File: src/rtl/trap_controller_pkg.sv
// Shared core definitions for trap entry/return sequencing: FSM states and mcause encodings.
package trap_controller_pkg;

  typedef enum logic [1:0] {
    IDLE     = 2'd0,
    DRAIN    = 2'd1,
    COMMIT   = 2'd2,
    REDIRECT = 2'd3
  } trap_state_t;

  localparam logic [4:0]  CAUSE_MEI = 5'd11;
  localparam logic [4:0]  CAUSE_MSI = 5'd3;
  localparam logic [4:0]  CAUSE_MTI = 5'd7;
  localparam int unsigned INTR_BIT  = 31;

  function automatic logic [31:0] exc_cause(input logic [4:0] code);
    return {27'b0, code};
  endfunction

  function automatic logic [31:0] intr_cause(input logic [4:0] code);
    logic [31:0] c;
    c = {27'b0, code};
    c[INTR_BIT] = 1'b1;
    return c;
  endfunction

endpackage

File: src/rtl/trap_priority.sv
// Combinational event selection: exception > external > software > timer > MRET.
module trap_priority
  import trap_controller_pkg::*;
(
  input  logic        exception,
  input  logic        eip,
  input  logic        sip,
  input  logic        tip,
  input  logic        mret,
  input  logic [4:0]  exc_code,
  output logic        take,
  output logic        is_mret,
  output logic [31:0] cause
);

  always_comb begin
    take    = exception | eip | sip | tip | mret;
    is_mret = 1'b0;
    cause   = '0;
    if (exception) begin
      cause = exc_cause(exc_code);
    end else if (eip) begin
      cause = intr_cause(CAUSE_MEI);
    end else if (sip) begin
      cause = intr_cause(CAUSE_MSI);
    end else if (tip) begin
      cause = intr_cause(CAUSE_MTI);
    end else if (mret) begin
      is_mret = 1'b1;
    end
  end

endmodule

File: src/rtl/trap_controller.sv
// Trap/MRET sequencer: drains the pipeline, pulses the CSR update, then redirects fetch.
module trap_controller
  import trap_controller_pkg::*;
#(
  parameter int unsigned DRAIN_CYCLES = 2
) (
  input  logic        clk,
  input  logic        reset,
  input  logic        wb_valid,
  input  logic [31:0] wb_pc,
  input  logic        wb_exception,
  input  logic [4:0]  wb_exc_code,
  input  logic        wb_mret,
  input  logic        eip,
  input  logic        sip,
  input  logic        tip,
  input  logic [31:0] trap_vector,
  input  logic [31:0] mret_vector,
  output logic        traped,
  output logic        mret,
  output logic [31:0] ecp,
  output logic [31:0] cause,
  output logic        flush,
  output logic        stall,
  output logic        redirect,
  output logic [31:0] redirect_pc,
  output logic        busy
);

  localparam logic [3:0] DRAIN_LOAD = 4'(DRAIN_CYCLES - 1);

  trap_state_t state, state_next;
  logic [3:0]  cnt;
  logic        kind_mret;
  logic        sel_take;
  logic        sel_mret;
  logic [31:0] sel_cause;
  logic        accept;

  trap_priority u_priority (
    .exception (wb_exception),
    .eip       (eip),
    .sip       (sip),
    .tip       (tip),
    .mret      (wb_mret),
    .exc_code  (wb_exc_code),
    .take      (sel_take),
    .is_mret   (sel_mret),
    .cause     (sel_cause)
  );

  assign accept = (state == IDLE) & wb_valid & sel_take;

  always_ff @(posedge clk or posedge reset) begin
    if (reset) begin
      state <= IDLE;
    end else begin
      state <= state_next;
    end
  end

  always_ff @(posedge clk or posedge reset) begin
    if (reset) begin
      cnt       <= '0;
      ecp       <= '0;
      cause     <= '0;
      kind_mret <= 1'b0;
    end else if (accept) begin
      cnt       <= DRAIN_LOAD;
      ecp       <= wb_pc;
      cause     <= sel_cause;
      kind_mret <= sel_mret;
    end else if (state == DRAIN && cnt != '0) begin
      cnt <= cnt - 4'd1;
    end
  end

  always_comb begin
    state_next  = state;
    traped      = 1'b0;
    mret        = 1'b0;
    flush       = 1'b0;
    stall       = 1'b0;
    redirect    = 1'b0;
    redirect_pc = '0;
    busy        = (state != IDLE);
    case (state)
      IDLE: begin
        if (accept) state_next = DRAIN;
      end
      DRAIN: begin
        flush = 1'b1;
        stall = 1'b1;
        if (cnt == '0) state_next = COMMIT;
      end
      COMMIT: begin
        stall      = 1'b1;
        traped     = ~kind_mret;
        mret       = kind_mret;
        state_next = REDIRECT;
      end
      REDIRECT: begin
        // Vectors are read live here so the CSR write from COMMIT is already visible.
        stall       = 1'b1;
        redirect    = 1'b1;
        redirect_pc = kind_mret ? mret_vector : trap_vector;
        state_next  = IDLE;
      end
      default: state_next = IDLE;
    endcase
  end

endmodule

File: config.mk
export PLATFORM = sky130hd
export DESIGN_NAME = trap_controller
export DESIGN_NICKNAME = d
export VERILOG_FILES = /design/src/rtl/trap_controller_pkg.sv /design/src/rtl/trap_priority.sv /design/src/rtl/trap_controller.sv
export SDC_FILE = /design/constraint.sdc
export NUM_CORES = 1
export LEC_CHECK = 0
export ABC_CLOCK_PERIOD_IN_PS = 1500
export CORE_MARGIN = 3
export CORE_UTILIZATION = 30
export CTS_CLUSTER_DIAMETER = 120
export CTS_CLUSTER_SIZE = 24
export DETAILED_ROUTE_END_ITERATION = 10
export GPL_ROUTABILITY_DRIVEN = 1
export PLACE_DENSITY = 0.77
export SLEW_MARGIN = 20
export SYNTH_ARGS = -nofsm -noshare
export SYNTH_HDL_FRONTEND = slang
export SYNTH_SLANG_ARGS = --single-unit
export TNS_END_PERCENT = 50
File: constraint.sdc
create_clock -name clk -period 1.5 [get_ports clk]
set_input_delay 0.3 -clock clk [delete_from_list [all_inputs] [get_ports clk]]
set_output_delay 0.3 -clock clk [all_outputs]
set_load 0.03 [all_outputs]
# After elaboration in Yosys (flattened, before gate mapping)
# Index checks and enable logic that the tools add are counted.
[op_classes]
n_bitwise = 7
muxes = 21
n_addsub = 1
n_reduce_logical = 8
eq_ne = 5
[ops]
columns = ["op", "n"]
rows = [
  ["$mux 32", 6],
  ["$mux 1", 10],
  ["$mux 4", 2],
  ["$pmux 2 s4", 1],
  ["$eq 2x2->1 const B", 2],
  ["$logic_not 4->1", 1],
  ["$mux 2", 2],
  ["$or 1x1->1", 4],
  ["$reduce_bool 2->1", 2],
  ["$reduce_bool 4->1", 1],
  ["$sub 4x1->4 const B", 1],
  ["$reduce_or 3->1", 1],
  ["$and 1x1->1", 2],
  ["$eq 2x1->1 const B", 1],
  ["$logic_not 2->1", 1],
  ["$ne 2x1->1 const B", 1],
  ["$ne 2x2->1 const B", 1],
  ["$reduce_and 2->1", 1],
  ["$logic_and 1x1->1", 1],
  ["$not 1->1", 1],
]
[totals]
output_inout_bits = 102
reg_bits = 71
input_bits = 109
word_cells = 47

# Longest topological paths before layout
# Gate-level depths: netlist of the first run.
[depth]
word_depth = 7
depth_mapped = 7
ltp_nobuf = 6

# Cells and area by module
# Synthesis of the first run repeated with hierarchy kept, for this count alone.
[unflattened]
cells_unflattened = 293
hier_area_um2 = 3691.0
[modules_own_cells]
columns = ["mod", "cells_each", "instances", "seq_area_each_um2", "area_per_inst_um2"]
rows = [
  ["trap_controller", 251, 1, 1776.7, 3385.7],
  ["trap_priority", 42, 1, 0.0, 305.3],
]

# Worst setup path before layout of the first run
# No wires, ideal clock.
[synth_timing]
path_type = "reg2out"
start = "register kind_mret"
end = "output port redirect_pc[24]"
n_path_buf = 2
path_slack_ps = -412
path_stages_with_launch = 5
arrival_time_ps = 1612
required_time_ps = 1200
cell_sequence = "dfrtp_1 > clkbuf_1 > buf_1 > mux2i_1 > nor2b_1"
[synth_via]
elab_chain_len = 2
[synth_rtl]
columns = ["item", "line", "source"]
rows = [
  ["from (decl)", "trap_controller.sv:34", "logic kind_mret;"],
  ["from (signal assigned)", "trap_controller.sv:72", "kind_mret <= sel_mret;"],
  ["$mux 32", "trap_controller.sv:106", "redirect_pc = kind_mret ? mret_vector : trap_vector;"],
  ["$mux 32", "trap_controller.sv:87", "case (state)"],
  ["to (decl)", "trap_controller.sv:26", "output logic [31:0] redirect_pc,"],
]
# No other way between the ends.

# Final worst setup path of the first run
[layout_timing]
start = "register kind_mret"
end = "output port redirect_pc[13]"
# Same word-level chain as after synthesis.

==> impl_metrics.sql, run 1 <==
INSERT INTO impl_metrics (metric_group, metric, value, unit) VALUES
('critical_path', 'timing.critical_path.from_type', 'flop', ''),
('floorplanning', 'coreArea', '8464', 'sq um'),
('critical_path', 'worst_r2r_endpoint', 'ecp[2]$_DFFE_PP0P_', ''),
('critical_path', 'timing.rr.start', 'state[1]$_DFFE_PP0P_', ''),
('critical_path', 'crit_type', 'reg -> out', ''),
('status', 'outcome', 'finished, violations left', ''),
('critical_path', 'startpoint', 'kind_mret$_DFFE_PP0P_', ''),
('yosys', 'synth-edff-count', '0', ''),
('timing', 'postLayoutSetupSlackWorst', '-298.1', 'ps'),
('floorplanning', 'initial_cell_density_of_the_core', '31.75', '%'),
('final_layout', 'diodes', '0', ''),
('global_route', 'grt_pass1_vias', '2735', ''),
('final_layout', 'fill_cells', '617', ''),
('placed_design', 'preCtsSetupSlack', '-792.8', 'ps'),
('floorplanning', 'die_w', '100.7', 'microns'),
('global_route', 'grt_antenna_before_repair', '0', ''),
('placed_design', 'place_hpwl', '6666', 'microns'),
('floorplanning', 'die_y', '100.7', 'microns'),
('timing', 'max_freq', '556.1', 'MHz'),
('critical_path', 'cp-endpoint', 'redirect_pc[13]', ''),
('drt', 'detail_route.vias_per_cell', '4.558', ''),
('floorplanning', 'floorplan.io_pins', '211', ''),
('worst_hold_path', 'hp-class', 'in -> reg', ''),
('global_route', 'grt_start_max_net_pins', '46', ''),
('yosys', 'synth_area_leaders', 'sky130_fd_sc_hd__dfrtp_1 42%, sky130_fd_sc_hd__mux2i_1 13%, sky130_fd_sc_hd__buf_4 8.1%', ''),
('status', 'failed_checks', 'setup timing', ''),
('yosys', 'synth_common_cells', '45 x sky130_fd_sc_hd__dfrtp_1, 34 x sky130_fd_sc_hd__mux2i_1, 33 x sky130_fd_sc_hd__nor2b_1', ''),
('final_layout', 'area.growth.synth_to_final', '113.0', '%'),
('yosys', 'yosysSeqAreaShare', '41.90', '%'),
('timing', 'fin_crit_sh', '119.9', '%'),
('timing', 'final.min_clock_period', '1798', 'ps'),
('timing', 'slew_viol_final', '0', ''),
('run', 'max-cap-violations', '0', ''),
('critical_path', 'reg2reg_slack', '-210', 'ps'),
('yosys', 'synthCells', '238', ''),
('yosys', 'synthesis.area_per_instance', '11.29', 'sq um'),
('yosys', 'cell_with_the_most_instances_after_synthesis', 'sky130_fd_sc_hd__dfrtp_1', ''),
('placed_design', 'gpl.final_weighted_congestion', '0.7113', ''),
('placed_design', 'post_placement_cell_count', '535', ''),
('cts', 'tritoncts_clock_tree', 'built', ''),
('critical_path', 'reg2reg_depth', '8', ''),
('yosys', 'mapped_area', '2688', 'sq um'),
('power_and_ir_drop', 'power.leakage', '2.642', 'nW'),
('global_route', 'first_pass_grt_wire_length', '13990', 'microns'),
('floorplanning', 'die_area', '10130', 'sq um'),
('power_and_ir_drop', 'power_per_cell_area', '1996', 'nW/um^2'),
('yosys', 'flop_and_latch_count_out_of_synthesis', '45', ''),
('final_layout', 'layoutNonFillerInstCount', '565', ''),
('final_layout', 'layout.nets', '575', ''),
('cts', 'cts-hold-fix-buffers', '0', ''),
('floorplanning', 'rows', '33', ''),
('timing', 'setup_violations', '80', ''),
('placed_design', 'numPortBuffers', '184', ''),
('timing', 'hold_violations_final', '0', ''),
('cts', 'worst_skew_pair.late_latency', '300', 'ps'),
('critical_path', 'worst_ep_required_time', '1200', 'ps'),
('critical_path', 'end_kind', 'primary output', ''),
('cts', 'cts_htree_levels', '2', ''),
('power_and_ir_drop', 'post-layout-total-power', '11.43', 'mW'),
('timing', 'finalClockSkew', '8.300', 'ps'),
('drt', 'detail_route.drc_violations', '0', ''),
('global_route', 'grt_usage', '17.59', '%'),
('cts', 'cts.clk_slew.worst_paths', '90', 'ps'),
('power_and_ir_drop', 'irDropWorstVdd', '1311', 'uV'),
('yosys', 'synth-async-reset-ratio', '100.0', '%'),
('yosys', 'synthesis.yosys.warnings', '0', ''),
('yosys', 'netlist.area_leader.share', '41.90', '%'),
('cts', 'clock_sinks', '45', ''),
('yosys', 'synth_ff_type', 'sky130_fd_sc_hd__dfrtp_1', ''),
('final_layout', 'layout-drive-gt1-share', '42.17', '%'),
('timing', 'rsz_0062_raised_after_global_routing', 'yes', '');
worst max-delay path: stages, from the launching register on:
cell and delay [ps]:
sky130_fd_sc_hd__dfrtp_2 450, sky130_fd_sc_hd__clkbuf_16 230, sky130_fd_sc_hd__mux2i_2 310, sky130_fd_sc_hd__nor2b_4 60, sky130_fd_sc_hd__buf_6 140
cell usage in the layout, fill, tap and decap left out, types with 4 or more instances in the layout:
master,instances
sky130_fd_sc_hd__buf_12,10
sky130_fd_sc_hd__buf_16,5
sky130_fd_sc_hd__buf_4,28
sky130_fd_sc_hd__buf_6,38
sky130_fd_sc_hd__clkbuf_8,7
sky130_fd_sc_hd__clkdlybuf4s50_1,104
sky130_fd_sc_hd__conb_1,26
sky130_fd_sc_hd__dfrtp_1,44
sky130_fd_sc_hd__dlygate4sd2_1,38
sky130_fd_sc_hd__ha_4,4
sky130_fd_sc_hd__mux2_4,33
sky130_fd_sc_hd__mux2i_1,11
sky130_fd_sc_hd__mux2i_2,18
sky130_fd_sc_hd__mux2i_4,5
sky130_fd_sc_hd__nand2_1,10
sky130_fd_sc_hd__nor2b_4,30
what timing repair did:
item                                    CTS  global route
setup buffers                            14             1
gates cloned                              5             2
endpoints found under the setup margin  120            81
gates resized for setup                 146            33
pin swaps                                 5             2
per-stage QoR:
stage	utilization (%)	cell area (sq um)	TNS (ps)	hold WS [ps]
6_report	67.64	5725	-16030	312.7
5_1_grt	67.64	5725	-20650	308.6
4_1_cts	65.22	5520	-16040	311.7
3_5_place_dp	57.50	4867	-31300	481.5
3_3_place_gp	57.50	4867	-29870	460.4
2_1_floorplan	-	3019	-7050	404.5
registers in the layout, summed over array words and instances (netlist names):
| name | cells |
|---|---|
| kind_mret | 1 |
| cause | 6 |
| ecp | 32 |
| cnt | 4 |
| state | 2 |
cell families after synthesis:
logic type	share of synthesized area [%]
compound gates	4.376
xor+xnor	0.6519
fa+ha+maj	3.259
buf+inv	11.96
flops	41.90
mux	26.49
other cells	0.1395
simple gates	11.22
routing by layer:
metal | vias up | global-route usage (%) | part of all wire (%)
met2 | 142 | 31.75 | 52
met4 | 0 | 5.078 | 1.7
met1 | 1222 | 18.10 | 34
met3 | 13 | 8.166 | 12
met5 | - | 0 | 0
li1 | 1198 | - | -
worst min-delay path by stage:
stage                                     from                    end  slack, ps  cells after the start
after global placement    cause[0]$_DFFE_PP0P_   cause[0]$_DFFE_PP0P_        460                      2
after detailed placement   ecp[26]$_DFFE_PP0P_    ecp[26]$_DFFE_PP0P_        480                      1
after floorplan                       wb_valid  kind_mret$_DFFE_PP0P_        400                      1
final                             wb_exception  kind_mret$_DFFE_PP0P_        310                      3
after CTS                         wb_exception  kind_mret$_DFFE_PP0P_        310                      3
after global routing              wb_exception  kind_mret$_DFFE_PP0P_        310                      3
layout make-up:
class | instances | area (sq um) | area share [%]
Clock buffer | 7 | 96.34 | 1.683
Clock inverter | 1 | 8.758 | 0.1530
Inverter | 7 | 33.78 | 0.5900
Multi-Input combinational cell | 171 | 1883 | 32.89
Sequential cell | 45 | 1127 | 19.69
Tap cell | 105 | 131.4 | 2.295
Timing Repair Buffer | 229 | 2445 | 42.70
where the power goes:
| part | total [mW] | switching [mW] | internal [mW] |
|---|---|---|---|
| Combinational | 8.36 | 4.03 | 4.33 |
| Clock | 0.856 | 0.430 | 0.426 |
| Sequential | 2.21 | 0.379 | 1.83 |
| Total | 11.4 | 4.84 | 6.59 |
(Power assumes the default switching activity.)
==> inputs of run 2 (changes only) <==
SKIP_CTS_REPAIR_TIMING = 1   (was default)
==> run 2 against run 1 <==
Against the previous run:
- the run still ends with setup timing left
- utilization decreased by 0.72 points
- clock power fell by 0.6%
- die area is the same
- hold slack better by 2.3 ps
- largest power group unchanged
- highest routed layer unchanged
==> impl_metrics.sql, run 2 (same netlist as run 1, synthesis figures left out) <==
INSERT INTO impl_metrics (metric_group, metric, value, unit) VALUES
('drt', 'dr.first_iter.drc_count', '42', ''),
('timing', 'rsz_0062_raised_after_global_routing', 'yes', ''),
('critical_path', 'timing.critical_path.from_type', 'flop', ''),
('worst_hold_path', 'hp-class', 'in -> reg', ''),
('critical_path', 'cp_max_fo', '6', ''),
('global_route', 'grt.met1_usage', '14.66', '%'),
('drt', 'detail_route.drc_violations', '0', ''),
('floorplanning', 'die_w', '100.7', 'microns'),
('timing', 'max_freq', '552.4', 'MHz'),
('cts', 'worst_skew_pair.late_latency', '300', 'ps'),
('timing', 'postLayoutSetupSlackWorst', '-310.4', 'ps'),
('placed_design', 'numPortBuffers', '184', ''),
('cts', 'cts-buffers-inserted', '5', ''),
('global_route', 'global_route.usage.met3', '7.474', '%'),
('global_route', 'first_pass_grt_wire_length', '11950', 'microns'),
('power_and_ir_drop', 'post-layout-total-power', '11.34', 'mW'),
('critical_path', 'crit_type', 'reg -> out', ''),
('global_route', 'grt_pass1_vias', '2476', ''),
('timing', 'slew_viol_final', '0', ''),
('timing', 'finalClockSkew', '6.711', 'ps'),
('final_layout', 'top_register_by_number_of_flip_flops', 'ecp', ''),
('drt', 'vias', '2555', ''),
('final_layout', 'largestRegisters', 'ecp (32), cause (6), cnt (4)', ''),
('global_route', 'busiest_layer', 'met2', ''),
('drt', 'route.antenna.remaining_nets', '0', ''),
('drt', 'detail_route.vias_per_cell', '4.587', ''),
('cts', 'tritoncts_clock_tree', 'built', ''),
('global_route', 'grt_antenna_before_repair', '0', ''),
('power_and_ir_drop', 'power.share.sequential', '19.7', '%'),
('final_layout', 'layoutNonFillerInstCount', '557', ''),
('cts', 'cts.clk_slew.worst_paths', '90', 'ps'),
('floorplanning', 'die_y', '100.7', 'microns'),
('final_layout', 'area.growth.synth_to_final', '110.8', '%'),
('critical_path', 'reg2reg_slack', '-50', 'ps'),
('placed_design', 'preCtsSetupSlack', '-792.8', 'ps'),
('placed_design', 'post_placement_cell_count', '535', ''),
('drt', 'wl_per_cell', '17.55', 'microns'),
('placed_design', 'placed_area', '4867', 'sq um'),
('critical_path', 'arrival_time_at_the_worst_endpoint', '1510', 'ps'),
('drt', 'drt_pass1_iterations', '4', ''),
('power_and_ir_drop', 'switching_power', '4.768', 'mW'),
('timing', 'fin_crit_sh', '120.7', '%'),
('global_route', 'grt-ovfl-total', '0', ''),
('cts', 'cts_htree_levels', '2', ''),
('power_and_ir_drop', 'power.leakage', '2.902', 'nW'),
('final_layout', 'layout-drive-gt1-share', '42.04', '%'),
('cts', 'cts.path.max_buffers', '2', ''),
('power_and_ir_drop', 'swShare', '42.05', '%'),
('placed_design', 'gpl.final_weighted_congestion', '0.7113', ''),
('final_layout', 'fill_cells', '612', ''),
('timing', 'setup_violations', '75', ''),
('status', 'outcome', 'finished, violations left', ''),
('final_layout', 'mostFrequentLayoutCell', 'sky130_fd_sc_hd__clkdlybuf4s50_1', ''),
('floorplanning', 'die_area', '10130', 'sq um'),
('floorplanning', 'coreArea', '8464', 'sq um'),
('power_and_ir_drop', 'power_per_cell_area', '2002', 'nW/um^2'),
('global_route', 'grt_util_met2', '27.19', '%'),
('placed_design', 'place_hpwl', '6666', 'microns'),
('final_layout', 'max_reg_flops', '32', ''),
('power_and_ir_drop', 'power.clock.fraction', '7.5', '%'),
('final_layout', 'final_cell_mix', '104 x sky130_fd_sc_hd__clkdlybuf4s50_1, 45 x sky130_fd_sc_hd__buf_4, 44 x sky130_fd_sc_hd__dfrtp_1', ''),
('power_and_ir_drop', 'irDropWorstVdd', '1445', 'uV'),
('timing', 'final.min_clock_period', '1810', 'ps'),
('power_and_ir_drop', 'internal_power_summed_over_all_cells', '6.571', 'mW'),
('floorplanning', 'rows', '33', ''),
('final_layout', 'layout.nets', '567', ''),
('cts', 'clock_sinks', '45', ''),
('timing', 'fin_setup_tns', '-14960', 'ps'),
('power_and_ir_drop', 'combinational_cell_fraction_of_total_power', '72.8', '%'),
('run', 'max-cap-violations', '0', ''),
('global_route', 'grt_usage', '14.83', '%'),
('floorplanning', 'floorplan.io_pins', '211', ''),
('critical_path', 'end_kind', 'primary output', ''),
('drt', 'wl', '9774', 'microns'),
('final_layout', 'diodes', '0', ''),
('global_route', 'grt_start_max_net_pins', '46', ''),
('cts', 'clock-root-buffer', 'sky130_fd_sc_hd__clkbuf_8', ''),
('timing', 'hold_violations_final', '0', ''),
('floorplanning', 'initial_cell_density_of_the_core', '31.75', '%'),
('status', 'failed_checks', 'setup timing', ''),
('final_layout', 'final_design_area_no_fill', '5664', 'sq um'),
('critical_path', 'worst_ep_required_time', '1200', 'ps');
run 2: metrics by stage:
stage | utilization (%) | hold WS [ps]
global placement | 57.50 | 460.4
finish | 66.92 | 315.0
global route | 66.92 | 310.7
CTS | 58.74 | 347.5
detailed placement | 57.50 | 481.5
floorplan | - | 404.5
run 2: critical path: stages (launching register included):
cell                        delay, ps
sky130_fd_sc_hd__dfrtp_1          430
sky130_fd_sc_hd__buf_6            140
sky130_fd_sc_hd__ha_4             190
sky130_fd_sc_hd__clkbuf_16        170
sky130_fd_sc_hd__nor2b_4          120
sky130_fd_sc_hd__buf_4            170
run 2: routing by layer:
| layer | vias up | wire [microns] |
|---|---|---|
| met5 | - | 0 |
| met4 | 0 | 73 |
| met3 | 6 | 1164 |
| met2 | 137 | 5225 |
| met1 | 1232 | 3310 |
| li1 | 1180 | - |
run 2: cell type report:
type	count	area [sq um]	share of cell area (%)
repair buffers	221	2405	42.46
well taps	105	131.4	2.319
flip-flops and latches	45	1127	19.90
clock inverters	1	8.758	0.1546
multi-input cells	171	1867	32.96
inverters	7	28.78	0.5081
clock buffers	7	96.34	1.701
run 2: power by group through the flow:
stage,Clock (mW),Combinational (mW),Sequential (mW)
after global placement,0,6.78,2.17
after global routing,0.912,8.68,2.32
after floorplan,0,3.20,3.21
after CTS,0.866,6.90,2.18
final,0.851,8.25,2.24
after detailed placement,0,6.88,2.19
run 2: final timing paths:
check	start	to	depth (start not counted)
min reg2reg	cause[4]$_DFFE_PP0P_	cause[4]$_DFFE_PP0P_	2
max reg2reg	state[1]$_DFFE_PP0P_	ecp[31]$_DFFE_PP0P_	6
min in group asynchronous	reset	cause[31]$_DFFE_PP0P_	3
min	wb_exception	kind_mret$_DFFE_PP0P_	3
max in group asynchronous	reset	ecp[11]$_DFFE_PP0P_	3
max	state[1]$_DFFE_PP0P_	redirect_pc[25]	5
==> inputs of run 3 (changes only) <==
ABC_AREA = 1   (was default)
CORE_UTILIZATION = 35   (was 30)
PLACE_DENSITY = 0.78   (was 0.77)
SYNTH_HIERARCHICAL = 1   (was default)
==> run 3 against run 2 <==
Against the previous run:
- the run still ends with setup timing left
- sequential power rose by 47%
- area after synthesis increased by 34%
- via count rose by 47%
- sequential share of layout area increased by 8.2 points
- critical path depth unchanged
- highest routed layer unchanged
==> impl_metrics.sql, run 3 <==
INSERT INTO impl_metrics (metric_group, metric, value, unit) VALUES
('status', 'outcome', 'finished, violations left', ''),
('status', 'failed_checks', 'setup timing', ''),
('yosys', 'cell_with_the_most_instances_after_synthesis', 'sky130_fd_sc_hd__nand2_1', ''),
('yosys', 'synth.lib_cells_used.distinct', '20', ''),
('timing', 'finalClockSkew', '9.723', 'ps'),
('critical_path', 'crit_type', 'reg -> out', ''),
('global_route', 'grt_pass1_vias', '3547', ''),
('yosys', 'synth-edff-count', '0', ''),
('floorplanning', 'die_area', '11560', 'sq um'),
('global_route', 'grt_start_max_net_pins', '41', ''),
('timing', 'postLayoutSetupSlackWorst', '-332.7', 'ps'),
('drt', 'dr.first_iter.drc_count', '258', ''),
('yosys', 'synth_ff_type', 'sky130_fd_sc_hd__dfrtp_1', ''),
('yosys', 'synthesis.area_per_instance', '7.407', 'sq um'),
('yosys', 'synthCells', '487', ''),
('drt', 'route.antenna.remaining_nets', '0', ''),
('yosys', 'synth_area_leaders', 'sky130_fd_sc_hd__dfrtp_1 49%, sky130_fd_sc_hd__nand2_1 23%, sky130_fd_sc_hd__nor2_1 7.3%', ''),
('final_layout', 'layout-drive-gt1-share', '13.03', '%'),
('critical_path', 'reg2reg_depth', '8', ''),
('power_and_ir_drop', 'power.leakage', '3.917', 'nW'),
('yosys', 'flop_and_latch_count_out_of_synthesis', '71', ''),
('critical_path', 'cp_max_fo', '4', ''),
('yosys', 'post_synth_fa_ha_maj_area_fraction', '2.081', '%'),
('final_layout', 'area.growth.synth_to_final', '75.51', '%'),
('final_layout', 'final_design_area_no_fill', '6331', 'sq um'),
('final_layout', 'mostFrequentLayoutCell', 'sky130_fd_sc_hd__nand2_1', ''),
('yosys', 'mapped_area', '3607', 'sq um'),
('run', 'max-cap-violations', '0', ''),
('final_layout', 'largestRegisters', 'cause (32), ecp (32), cnt (4)', ''),
('timing', 'setup_violations', '38', ''),
('yosys', 'synth_compound_gate_area_share', '4.995', '%'),
('yosys', 'synth_simple_gate_area_share', '32.33', '%'),
('cts', 'cts.path.max_buffers', '2', ''),
('drt', 'wl_per_cell', '13.72', 'microns'),
('critical_path', 'end_kind', 'primary output', ''),
('global_route', 'grt-ovfl-total', '0', ''),
('global_route', 'grt_antenna_before_repair', '0', ''),
('critical_path', 'worst_ep_required_time', '1200', 'ps'),
('timing', 'max_freq', '545.6', 'MHz'),
('drt', 'wl', '11620', 'microns'),
('yosys', 'netlist.area_leader.share', '49.25', '%'),
('final_layout', 'diodes', '0', ''),
('critical_path', 'timing.critical_path.from_type', 'flop', ''),
('yosys', 'synth-async-reset-ratio', '100.0', '%'),
('floorplanning', 'initial_cell_density_of_the_core', '36.40', '%'),
('placed_design', 'gpl.final_weighted_congestion', '0.7968', ''),
('timing', 'fin_crit_sh', '122.2', '%'),
('cts', 'cts_htree_levels', '3', ''),
('yosys', 'synthMuxAreaShare', '0', '%'),
('placed_design', 'placed_area', '5819', 'sq um'),
('cts', 'cts.clk_slew.worst_paths', '80', 'ps'),
('floorplanning', 'die_w', '107.5', 'microns'),
('cts', 'clock-root-buffer', 'sky130_fd_sc_hd__clkbuf_8', ''),
('floorplanning', 'coreArea', '9910', 'sq um'),
('placed_design', 'numPortBuffers', '210', ''),
('power_and_ir_drop', 'irDropWorstVdd', '1055', 'uV'),
('final_layout', 'layout.nets', '824', ''),
('yosys', 'synthesis.yosys.warnings', '6', ''),
('floorplanning', 'die_y', '107.5', 'microns'),
('placed_design', 'place_hpwl', '8696', 'microns'),
('timing', 'rsz_0062_raised_after_global_routing', 'yes', ''),
('cts', 'clock_sinks', '71', ''),
('yosys', 'yosysSeqAreaShare', '49.25', '%'),
('cts', 'tritoncts_clock_tree', 'built', ''),
('timing', 'fin_setup_tns', '-9167', 'ps'),
('floorplanning', 'rows', '36', ''),
('timing', 'final.min_clock_period', '1833', 'ps'),
('drt', 'drt_pass1_iterations', '6', ''),
('yosys', 'library_cell_with_the_largest_summed_area_after_synthesis', 'sky130_fd_sc_hd__dfrtp_1', ''),
('floorplanning', 'floorplan.io_pins', '211', ''),
('timing', 'slew_viol_final', '0', ''),
('yosys', 'synthXorXnorAreaFrac', '0.2428', '%'),
('global_route', 'first_pass_grt_wire_length', '17080', 'microns'),
('power_and_ir_drop', 'power_per_cell_area', '1934', 'nW/um^2'),
('global_route', 'grt_usage', '18.65', '%'),
('yosys', 'combinational_family_with_the_most_area_after_synthesis', 'simple AND/OR/NAND/NOR gates', ''),
('timing', 'hold_violations_final', '0', ''),
('cts', 'cts-buffers-inserted', '9', ''),
('yosys', 'synth_common_cells', '222 x sky130_fd_sc_hd__nand2_1, 71 x sky130_fd_sc_hd__dfrtp_1, 70 x sky130_fd_sc_hd__nor2_1', ''),
('critical_path', 'arrival_time_at_the_worst_endpoint', '1530', 'ps'),
('final_layout', 'final_cell_mix', '222 x sky130_fd_sc_hd__nand2_1, 108 x sky130_fd_sc_hd__clkdlybuf4s50_1, 70 x sky130_fd_sc_hd__nor2_1, 70 x sky130_fd_sc_hd__dfrtp_1, 64 x sky130_fd_sc_hd__dlymetal6s2s_1', ''),
('drt', 'detail_route.vias_per_cell', '4.431', ''),
('worst_hold_path', 'hp-class', 'in -> async', ''),
('final_layout', 'fill_cells', '846', ''),
('cts', 'worst_skew_pair.late_latency', '330', 'ps'),
('drt', 'vias', '3753', ''),
('drt', 'detail_route.drc_violations', '0', '');
-- run 3: cell types whose count changed after synthesis, sizes merged, moves of 3 or more --
cell    delta
nand2    +214
nor2      +69
mux2i     -34
mux2      -33
nor2b     -33
o21ai     +30
dfrtp     +26
inv       +11
nand3      +8
clkbuf     +7
buf        +3
-- run 3: path summary, 6_finish.rpt --
kind / startpoint / to / slack [ps]
worst max register to register: state[0]$_DFFE_PP0P_ / cnt[3]$_DFFE_PP0P_ / 40
worst max-delay path: state[0]$_DFFE_PP0P_ / redirect_pc[13] / -330
worst min register to register: cause[8]$_DFFE_PP0P_ / cause[8]$_DFFE_PP0P_ / 470
max in group asynchronous: reset / state[1]$_DFFE_PP0P_ / 900
min in group clk: cause[8]$_DFFE_PP0P_ / cause[8]$_DFFE_PP0P_ / 470
worst min-delay path: reset / ecp[12]$_DFFE_PP0P_ / 400
-- run 3: per-layer routing --
metal,global-route usage (%),wire length (microns),part of all wire (%),vias to the layer above
met4,5.771,282,2.4,0
met3,5.159,863,7.4,22
met2,35.48,6274,54,156
met5,0,0,0,-
li1,-,-,-,1873
met1,19.71,4199,36,1702
-- run 3: cells by family (layout without fill, tap and decap cells) --
family                   Yosys count  count (layout)
AND/OR/NAND/NOR                  304             304
flip-flops                        71              71
adder cells (fa/ha/maj)            6               6
other                              1              26
AO/OA/AOI/OAI                     36              36
XOR/XNOR                           1               1
buffers and inverters             68             270
-- run 3: stage by stage --
stage	setup WS [ps]	std cells	total power, mW	hold WS [ps]	utilization (%)
2_1_floorplan	-342.1	512	7.431	409.6	-
3_3_place_gp	-205.2	826	10.42	462.5	58.72
3_5_place_dp	-208.9	826	10.58	464.1	58.72
4_1_cts	-371.4	842	12.11	390.3	60.64
5_1_grt	-401.5	847	13.06	386.8	63.89
6_report	-332.7	847	12.25	398.1	63.89
-- run 3: power by group --
group,leakage [nW],internal (mW),switching [mW]
sequential,0.886,2.80,0.487
clock,0.100,0.807,0.658
combinational,2.93,3.06,4.44
-- run 3: layout make-up --
cell class,instances,area (sq um),share of cell area [%]
sequential,71,1778,28.08
clock buffer,12,145.1,2.292
tap,133,166.4,2.628
inverter,18,71.32,1.126
multi-input combinational,373,1583,25.00
timing repair buffer,236,2542,40.16
clock inverter,4,45.04,0.7115
-- run 3: critical path, cell delays in order, from the launching register on --
cell and delay, ps:
sky130_fd_sc_hd__dfrtp_1 410, sky130_fd_sc_hd__ha_4 220, sky130_fd_sc_hd__clkbuf_16 150, sky130_fd_sc_hd__o21ai_0 80, sky130_fd_sc_hd__nor2_1 160, sky130_fd_sc_hd__buf_4 190
